==> src/rtl/axis_arb_pkg.sv <==
// Purpose: shared types and the round-robin pick helper for axis_rr_arbiter.
// Latency: n/a (types and a combinational function only).
// Backpressure: n/a.
// Contents: arb_state_t (IDLE/LOCKED), MAX_SRC bound, rr_pick(req, ptr, n).
package axis_arb_pkg;

  typedef enum logic {IDLE = 1'b0, LOCKED = 1'b1} arb_state_t;

  // Upper bound on N_SRC; the request vector handed to rr_pick is this wide.
  localparam int MAX_SRC   = 32;
  localparam int MAX_SRC_W = 5;

  // First set bit of req at or after ptr, wrapping modulo n. Offsets are
  // scanned from high to low so the smallest offset is the last to win.
  // With no bit set the result is ptr; callers only use it when |req.
  function automatic int rr_pick(input logic [MAX_SRC-1:0] req,
                                 input int                 ptr,
                                 input int                 n);
    int idx;
    int pick;
    pick = ptr;
    for (int k = MAX_SRC - 1; k >= 0; k--) begin
      if (k < n) begin
        idx = (ptr + k) % n;
        if (req[idx[MAX_SRC_W-1:0]]) pick = idx;
      end
    end
    return pick;
  endfunction

endpackage

==> src/rtl/axis_reg_slice.sv <==
// Purpose: single-entry valid/ready register carrying one packed beat.
// Latency: 1 cycle from input handshake to out_vld.
// Backpressure: in_rdy = out_rdy | ~out_vld; output holds stable while stalled.
// Ports: clk, rstn, in_vld/in_rdy/in_dat (upstream), out_vld/out_rdy/out_dat (downstream).
module axis_reg_slice #(
  parameter int DAT_W = 8
) (
  input  logic             clk,
  input  logic             rstn,
  input  logic             in_vld,
  output logic             in_rdy,
  input  logic [DAT_W-1:0] in_dat,
  output logic             out_vld,
  input  logic             out_rdy,
  output logic [DAT_W-1:0] out_dat
);

  logic             vld_q, vld_d;
  logic [DAT_W-1:0] dat_q, dat_d;

  assign in_rdy  = out_rdy | ~vld_q;
  assign out_vld = vld_q;
  assign out_dat = dat_q;

  // A load in the same cycle as the downstream handshake keeps vld set.
  always_comb begin
    vld_d = vld_q;
    dat_d = dat_q;
    if (in_vld && in_rdy) begin
      vld_d = 1'b1;
      dat_d = in_dat;
    end else if (out_rdy) begin
      vld_d = 1'b0;
    end
  end

  always_ff @(posedge clk or negedge rstn) begin
    if (!rstn) begin
      vld_q <= 1'b0;
      dat_q <= '0;
    end else begin
      vld_q <= vld_d;
      dat_q <= dat_d;
    end
  end

endmodule

==> src/rtl/axis_rr_arbiter.sv <==
// Purpose: packet-granular round-robin merge of N_SRC AXI-Stream sources onto one master.
// Latency: 1 arbitration cycle per packet, then 1 cycle from source beat to m_valid.
// Backpressure: only the granted source sees s_ready = m_ready | ~m_valid; others see 0.
// Ports: clk, rstn; s_valid/s_ready/s_last/s_keep/s_data per source;
//        m_valid/m_ready/m_last/m_keep/m_data/m_id on the merged output.
module axis_rr_arbiter
  import axis_arb_pkg::*;
#(
  parameter  int N_SRC          = 4,
  parameter  int WORD_W         = 8,
  parameter  int BUS_W          = 8,
  localparam int WORDS_PER_BEAT = BUS_W / WORD_W,
  localparam int ID_W           = (N_SRC > 1) ? $clog2(N_SRC) : 1
) (
  input  logic                                             clk,
  input  logic                                             rstn,
  input  logic [N_SRC-1:0]                                 s_valid,
  output logic [N_SRC-1:0]                                 s_ready,
  input  logic [N_SRC-1:0]                                 s_last,
  input  logic [N_SRC-1:0][WORDS_PER_BEAT-1:0]             s_keep,
  input  logic [N_SRC-1:0][WORDS_PER_BEAT-1:0][WORD_W-1:0] s_data,
  output logic                                             m_valid,
  input  logic                                             m_ready,
  output logic                                             m_last,
  output logic [WORDS_PER_BEAT-1:0]                        m_keep,
  output logic [WORDS_PER_BEAT-1:0][WORD_W-1:0]            m_data,
  output logic [ID_W-1:0]                                  m_id
);

  typedef struct packed {
    logic                                  last;
    logic [ID_W-1:0]                       id;
    logic [WORDS_PER_BEAT-1:0]             keep;
    logic [WORDS_PER_BEAT-1:0][WORD_W-1:0] data;
  } beat_t;

  arb_state_t       state_q, state_d;
  logic [ID_W-1:0]  grant_q, grant_d;
  logic [ID_W-1:0]  rr_ptr_q, rr_ptr_d;
  logic [MAX_SRC-1:0] req_ext;
  logic             slot_vld;
  logic             slot_rdy;
  beat_t            slot_dat;
  beat_t            out_beat;

  // Arbitration happens only in IDLE, so s_ready never looks at s_valid;
  // in LOCKED the grant is held until the granted source's last beat.
  always_comb begin
    state_d  = state_q;
    grant_d  = grant_q;
    rr_ptr_d = rr_ptr_q;
    s_ready  = '0;
    slot_vld = 1'b0;
    req_ext  = '0;
    req_ext[N_SRC-1:0] = s_valid;
    case (state_q)
      IDLE: begin
        if (|s_valid) begin
          grant_d = ID_W'(rr_pick(req_ext, int'(rr_ptr_q), N_SRC));
          state_d = LOCKED;
        end
      end
      LOCKED: begin
        s_ready[grant_q] = slot_rdy;
        slot_vld         = s_valid[grant_q];
        if (slot_vld && slot_rdy && s_last[grant_q]) begin
          rr_ptr_d = ID_W'((int'(grant_q) + 1) % N_SRC);
          state_d  = IDLE;
        end
      end
      default: state_d = IDLE;
    endcase
  end

  always_comb begin
    slot_dat      = '0;
    slot_dat.last = s_last[grant_q];
    slot_dat.id   = grant_q;
    slot_dat.keep = s_keep[grant_q];
    slot_dat.data = s_data[grant_q];
  end

  always_ff @(posedge clk or negedge rstn) begin
    if (!rstn) begin
      state_q  <= IDLE;
      grant_q  <= '0;
      rr_ptr_q <= '0;
    end else begin
      state_q  <= state_d;
      grant_q  <= grant_d;
      rr_ptr_q <= rr_ptr_d;
    end
  end

  axis_reg_slice #(
    .DAT_W ($bits(beat_t))
  ) u_out_slice (
    .clk     (clk),
    .rstn    (rstn),
    .in_vld  (slot_vld),
    .in_rdy  (slot_rdy),
    .in_dat  (slot_dat),
    .out_vld (m_valid),
    .out_rdy (m_ready),
    .out_dat (out_beat)
  );

  assign m_last = out_beat.last;
  assign m_id   = out_beat.id;
  assign m_keep = out_beat.keep;
  assign m_data = out_beat.data;

endmodule

==> config.mk <==
export PLATFORM = sky130hd
export DESIGN_NAME = axis_rr_arbiter
export DESIGN_NICKNAME = d
export VERILOG_FILES = /design/src/rtl/axis_arb_pkg.sv /design/src/rtl/axis_reg_slice.sv /design/src/rtl/axis_rr_arbiter.sv
export SDC_FILE = /design/constraint.sdc
export NUM_CORES = 1
export LEC_CHECK = 0
export ABC_AREA = 1
export BUFFER_PORTS_ARGS = -buffer_cell sky130_fd_sc_hd__buf_4
export CORE_UTILIZATION = 46
export CTS_CLUSTER_SIZE = 20
export DETAILED_ROUTE_END_ITERATION = 16
export MAX_ROUTING_LAYER = met4
export PLACE_DENSITY = 0.8
export SYNTH_ARGS = -nofsm -noshare
export SYNTH_HDL_FRONTEND = slang
export SYNTH_SLANG_ARGS = --single-unit
==> constraint.sdc <==
create_clock -name clk -period 1.4 [get_ports clk]
set_input_delay 0.07 -clock clk [delete_from_list [all_inputs] [get_ports clk]]
set_output_delay 0.07 -clock clk [all_outputs]
set_load 0.01 [all_outputs]
# --- Word level (Yosys, flattened, before mapping) ---
# Index checks and enable logic that the tools add are counted.
word_totals:
  input_bits: 47
  out_inout_bits: 17
  register_bits: 18
  word_cells: 62
classes:
  n_reduce_logical: 11
  magnitude_cmp: 6
  n_mux: 29
  add_sub_neg: 4
  bitwise_logic: 7
op_table:
  columns: ["operator", "count"]
  rows:
  - ["< comparator 5 x 6 -> 1 bit, second input constant", 3]
  - ["binary-select mux 8 bit (select 2 bit)", 1]
  - ["2-to-1 mux 1 bit", 13]
  - ["binary-select mux 1 bit (select 3 bit)", 3]
  - ["binary-select mux 1 bit (select 2 bit)", 4]
  - ["2-to-1 mux 2 bit", 4]
  - ["2-to-1 mux 8 bit", 1]
  - ["< comparator 2 x 6 -> 1 bit, second input constant", 1]
  - ["OR reduction 2 bit", 3]
  - ["adder 2 x 1 -> 2 bit, second input constant", 2]
  - ["adder 2 bit, second input constant", 2]
  - ["bitwise AND 4 bit", 1]
  - ["logical AND 1 bit", 4]
  - ["2-to-1 mux 4 bit", 1]
  - ["AND reduction 2 bit", 2]
  - ["OR reduction 4 bit", 1]
  - ["bitwise AND 1 bit, first input constant", 3]
  - ["< comparator 2 x 3 -> 1 bit, second input constant", 1]
  - ["demux 1 bit (select 2 bit)", 1]
  - [">= comparator 2 x 1 -> 1 bit, second input constant", 1]
  - ["inverter 1 bit", 2]
  - ["one-hot mux 1 bit (2 select lines)", 1]
  - ["nonzero test 2 bit", 1]
  - ["OR 1 bit", 1]

# --- Depth between registers and ports, before layout ---
depth:
  ltp_word: 9
  depth_mapped: 12
  ltp_nobuf: 11

# --- Modules after synthesis ---
# Synthesis repeated with hierarchy kept, for this count alone.
hier_totals:
  cells_unflattened: 208
  hier_area_um2: 1352.5
by_module_without_submodules:
  columns: ["module", "cells_each", "area_each_um2", "instances", "seq_area_each_um2"]
  rows:
  - ["axis_rr_arbiter", 152, 814.5, 1, 125.1]
  - ["axis_reg_slice", 56, 538.0, 1, 325.3]

# --- Worst setup path after synthesis ---
# Ideal clock, no wire load.
synth_path:
  path_kind: "reg2reg"
  from: "register grant_q[0]"
  to: "register state_q"
  setup_ns: 0.115
  n_path_buf: 0
  synth_period_minus_slack_ns: 1.281
  required_time_ns: 1.285
  arrival_time_ns: 1.166
  path_slack_ns: 0.119
  path_stages_with_launch: 9
  path_cell_list: "dfrtp_1 -> inv_2 -> nor2_1 -> o31ai_4 -> nand2_4 -> nor2_4 -> inv_2 -> o21ai_2 -> inv_2"
synth_via:
  elab_chain_cells: 6
  elab_cells_between_ends: 8
  cone_classes: "mux: 6; reduce/logical: 2"
synth_lines:
  columns: ["item", "line", "source"]
  rows:
  - ["start: declaration", "axis_rr_arbiter.sv:38", "logic [ID_W-1:0] grant_q, grant_d;"]
  - ["start signal: assignment", "axis_rr_arbiter.sv:90", "grant_q <= grant_d;"]
  - ["binary-select mux 1 bit (select 2 bit)", "axis_rr_arbiter.sv:65", "slot_vld = s_valid[grant_q];"]
  - ["2-to-1 mux 1 bit (implied by the code)", "axis_rr_arbiter.sv:65", null]
  - ["logical AND 1 bit", "axis_rr_arbiter.sv:66", "if (slot_vld && slot_rdy && s_last[grant_q]) begin"]
  - ["logical AND 1 bit (*)", "axis_rr_arbiter.sv:66", null]
  - ["2-to-1 mux 1 bit (*)", "axis_rr_arbiter.sv:66", null]
  - ["one-hot mux 1 bit (2 select lines) (*)", "axis_rr_arbiter.sv:56", "case (state_q)"]
  - ["net state_d", "axis_rr_arbiter.sv:37", "arb_state_t state_q, state_d;"]
  - ["end signal: assignment", "axis_rr_arbiter.sv:89", "state_q <= state_d;"]
  - ["end: declaration", "axis_rr_arbiter.sv:37", null]
# Mark *: on every way through the listed nets, which the timed path passes. The rest lies on a longest branch. The select of a mux whose other input is x is not followed.
# A chain may end at the register's enable or synchronous reset.

# --- Worst setup path after layout ---
layout_path:
  from: "register grant_q[0]"
  to: "register u_out_slice.dat_q[6], in the netlist u_out_slice.out_dat[6]"
layout_via:
  elab_chain_cells: 4
  elab_cells_between_ends: 6
  cone_classes: "mux: 5; reduce/logical: 1"
layout_lines:
  columns: ["item", "line", "source"]
  rows:
  - ["binary-select mux 1 bit (select 2 bit)", "axis_rr_arbiter.sv:65", null]
  - ["2-to-1 mux 1 bit (implied by the code)", "axis_rr_arbiter.sv:65", null]
  - ["2-to-1 mux 1 bit", "axis_rr_arbiter.sv:56", null]
  - ["logical AND 1 bit", "axis_reg_slice.sv:29", "if (in_vld && in_rdy) begin"]
  - ["end signal: assignment", "axis_reg_slice.sv:43", "dat_q <= dat_d;"]
  - ["end: declaration", "axis_reg_slice.sv:19", "logic [DAT_W-1:0] dat_q, dat_d;"]
# Several ways; a longest one is shown, not always the timed one. The select of a mux whose other input is x is not followed.

==> impl_metrics.py <==
metrics = {
    "sta": {
        "max_freq_mhz": 662,
        "tightest_slew_ns": 0.294,
        "hold_viol_final": 0,
        "worst_slack_ns": -0.110,
        "finClkSkew_ns": 0.00359,
        "drv_slew": 0,
        "period_share_pct": 108,
        "grt_setup_unrepaired": "yes",
        "setup_viol_count_final": 20,
        "relSlewSlack_pct": 80.3,
        "layout_min_cycle_time_ns": 1.51,
    },
    "min_path": {
        "hp-class": "in2reg",
        "whs_path_depth": 5,
    },
    "placement": {
        "pre_cts_ws_ns": -0.0725,
        "place_congestion": 0.931,
        "port_buffers": 63,
        "dp_hpwl_um": 2860,
        "post-place-cells": 303,
    },
    "synthesis": {
        "synth_seq_cells": 18,
        "synth.avg_cell_area_um2": 6.49,
        "synth_nets": 254,
        "ys_seq_area_share_pct": 34.2,
        "synth_top_cell_by_area": "dfrtp_1",
        "synth_warnings": 0,
        "yosysTopAreaCellShare_pct": 34.2,
        "synth_area_um2": 1320,
        "synthTopCellsByArea": "dfrtp_1 34%, nand2_1 21%, o21ai_0 10%, nor2_1 8.0%, inv_1 4.3%",
        "syn_inst": 203,
        "synth.distinct_cells": 24,
    },
    "worst_setup_path": {
        "crit_arrival_ns": 1.76,
        "endpoint_kind": "flip-flop",
        "crit_fanout": 6,
        "r2r.worst_path.cells": 7,
        "crit_chain": "buf_6 > o211ai_1 > o31ai_4 > nand2_4 > buf_6 > nand2_2 > nand2_1",
        "max_stage_delay_ns": 0.46,
        "worstPathRequired_ns": 1.65,
        "critPathBufInv": 2,
        "critPathKind": "reg2reg",
        "critPathTopFamily": "flip-flops",
        "critPathLaunchType": "flip-flop",
        "cp_slowest_cell": "dfrtp_2",
        "crit_cells": 7,
        "crit_top_cell": "buf_6",
    },
    "drt": {
        "final_antenna_net_count": 0,
        "drt_iter0_markers": 79,
        "viasPerCell": 5.26,
        "wl_per_cell_um": 13.5,
        "wl_um": 4270,
        "vias": 1662,
        "drc": 0,
        "drtPass1Iterations": 4,
    },
    "floorplanning": {
        "fp.dieH_um": 55.5,
        "num_io_pins": 64,
        "die_w_um": 55.5,
        "core_um2": 2730,
        "dieArea_um2": 3080,
        "start_util_pct": 48.2,
        "rows": 19,
    },
    "pwr": {
        "clockPowerShare_pct": 7.3,
        "swShare_pct": 47.2,
        "power_switching_uw": 2210,
        "p_leak_uw": 0.00115,
        "total_power_uw": 4680,
        "pwr-share-seq_pct": 22.0,
        "p_int_uw": 2470,
        "comb_power_share_pct": 70.8,
        "power_density_nw_per_um2": 2190,
        "ir_drop_mv": 1.73,
    },
    "clocking": {
        "clock_path_buffers": 2,
        "clk_pin_slew_ns": 0.11,
        "clkLatencyLatePin_ns": 0.31,
        "clkSinkCount": 18,
        "cts_root_buf": "clkbuf_4",
        "htree_levels": 1,
        "cts_tree": "built",
        "cts_made_buffers": 3,
    },
    "run": {
        "timing.max_cap.violations": 0,
    },
    "outcome": {
        "status": "complete, but fails checks",
        "violations": "setup timing",
    },
    "global_routing": {
        "grt_max_degree": 19,
        "grt_usage_pct": 29.1,
        "grt_pass1_vias": 1638,
        "grt_pass1_wl_um": 6910,
        "overflow": 0,
        "grt_antenna_before_repair": 0,
    },
    "finish": {
        "drive_above_1_share_pct": 44.2,
        "nets": 337,
        "antenna_cells": 0,
        "seq_area_um2": 454,
        "fin_cells": 316,
        "fillers": 200,
        "syn2layout_area_growth_pct": 62.2,
        "multi_input_area_um2": 832,
    },
}
-- timing repair --
item / CTS / global route
hold buffers: 1 / 0
pin swaps: 11 / 10
gates resized for setup: 24 / 26
buffers inserted: 7 / 1
hold endpoints to repair: 18 / 0
endpoints found under the setup margin: 16 / 22
-- synth_stat cells --
master and n:
inv_2 5, or2_2 1, nor2_2 1, o211ai_1 1, clkbuf_1 2, nand4_1 1, o21ai_2 1, nand3_1 7
nor2_1 28, o22ai_1 9, inv_1 15, nand2_4 1, o21bai_1 1, buf_1 1, buf_2 2, a31oi_1 1
buf_4 2, o21ai_0 27, nor2_4 1, nand2_1 72, ha_1 4, o31ai_4 1, buf_6 1, dfrtp_1 18
-- state kept, by name, indices dropped and copies added, names as in the netlist --
name	count
u_out_slice.out_dat	12
rr_ptr_q	2
state_q	1
grant_q	2
u_out_slice.out_vld	1
-- final timing paths --
kind / start / endpoint / slack, ns
hold / removal: s_data[7] / u_out_slice.out_dat[7] / 0.13
hold reg to reg: u_out_slice.out_dat[3] / u_out_slice.out_dat[3] / 0.50
setup / recovery: grant_q[0] / u_out_slice.out_dat[6] / -0.11
max in group asynchronous: rstn / grant_q[0] / 1.03
setup reg to reg: grant_q[0] / u_out_slice.out_dat[6] / -0.11
min in group asynchronous: rstn / u_out_slice.out_dat[5] / 0.15
-- cell type report --
| class | instances | area share (%) |
|---|---|---|
| Timing Repair Buffer | 86 | 32.3 |
| Clock buffer | 4 | 1.70 |
| Multi-Input combinational cell | 157 | 38.9 |
| Sequential cell | 18 | 21.3 |
| Inverter | 20 | 3.98 |
| Tap cell | 31 | 1.81 |
-- tightest hold or removal path, delay by kind of cell --
family	cells	cell delay, ns
AOI/OAI and AO/OA	1	0.11
buffers and inverters	1	0.07
and+or+nand+nor	3	0.16
-- through the flow --
stage / area, um2 / util (%) / TNS, ns / hold WS [ns]
3_3_place_gp: 1900 / 69.5 / -0.00556 / -0.0467
5_1_grt: 2140 / 78.2 / -3.22 / 0.151
6_report: 2140 / 78.2 / -1.58 / 0.129
4_1_cts: 2080 / 76.0 / -0.798 / 0.0857
2_1_floorplan: 1320 / - / 0 / -0.226
3_5_place_dp: 1900 / 69.5 / -0.182 / -0.0455
-- cell usage in the layout, fill, tap and decap left out, types with 2 or more instances in the layout --
| cell | instances |
|---|---|
| o21ai_1 | 6 |
| nand2_1 | 55 |
| buf_4 | 76 |
| inv_4 | 2 |
| ha_4 | 3 |
| nand2_4 | 2 |
| inv_2 | 4 |
| dfrtp_1 | 15 |
| o22ai_1 | 9 |
| buf_6 | 8 |
| inv_1 | 13 |
| dfrtp_2 | 3 |
| o21ai_0 | 21 |
| nor2_2 | 2 |
| nor2_1 | 27 |
| clkbuf_4 | 3 |
| nand3_1 | 7 |
| nand2_2 | 16 |
-- power groups by stage --
| stage | clock [uW] | sequential [uW] | combinational (uW) |
|---|---|---|---|
| 3_5_place_dp | 0 | 993 | 2690 |
| 4_1_cts | 340 | 985 | 3030 |
| 5_1_grt | 364 | 1050 | 3680 |
| 6_report | 340 | 1030 | 3310 |
| 2_1_floorplan | 0 | 1030 | 1610 |
| 3_3_place_gp | 0 | 991 | 2640 |
-- logic make-up (layout without fill, tap and decap cells) --
| logic type | count (synthesis) | in the layout | share of synthesized area, % |
|---|---|---|---|
| AOI/OAI and AO/OA | 41 | 41 | 18.4 |
| adders and majority gates | 4 | 4 | 3.80 |
| buffers and inverters | 28 | 110 | 9.31 |
| DFF | 18 | 18 | 34.2 |
| and+or+nand+nor | 112 | 112 | 34.3 |
-- layer usage --
layer  GRT usage (%)  share of wire [%]
met5               -                  0
met3            5.62                5.6
met1            33.2                 40
met4            10.7                1.1
met2            50.4                 53
(Power assumes the default switching activity.)
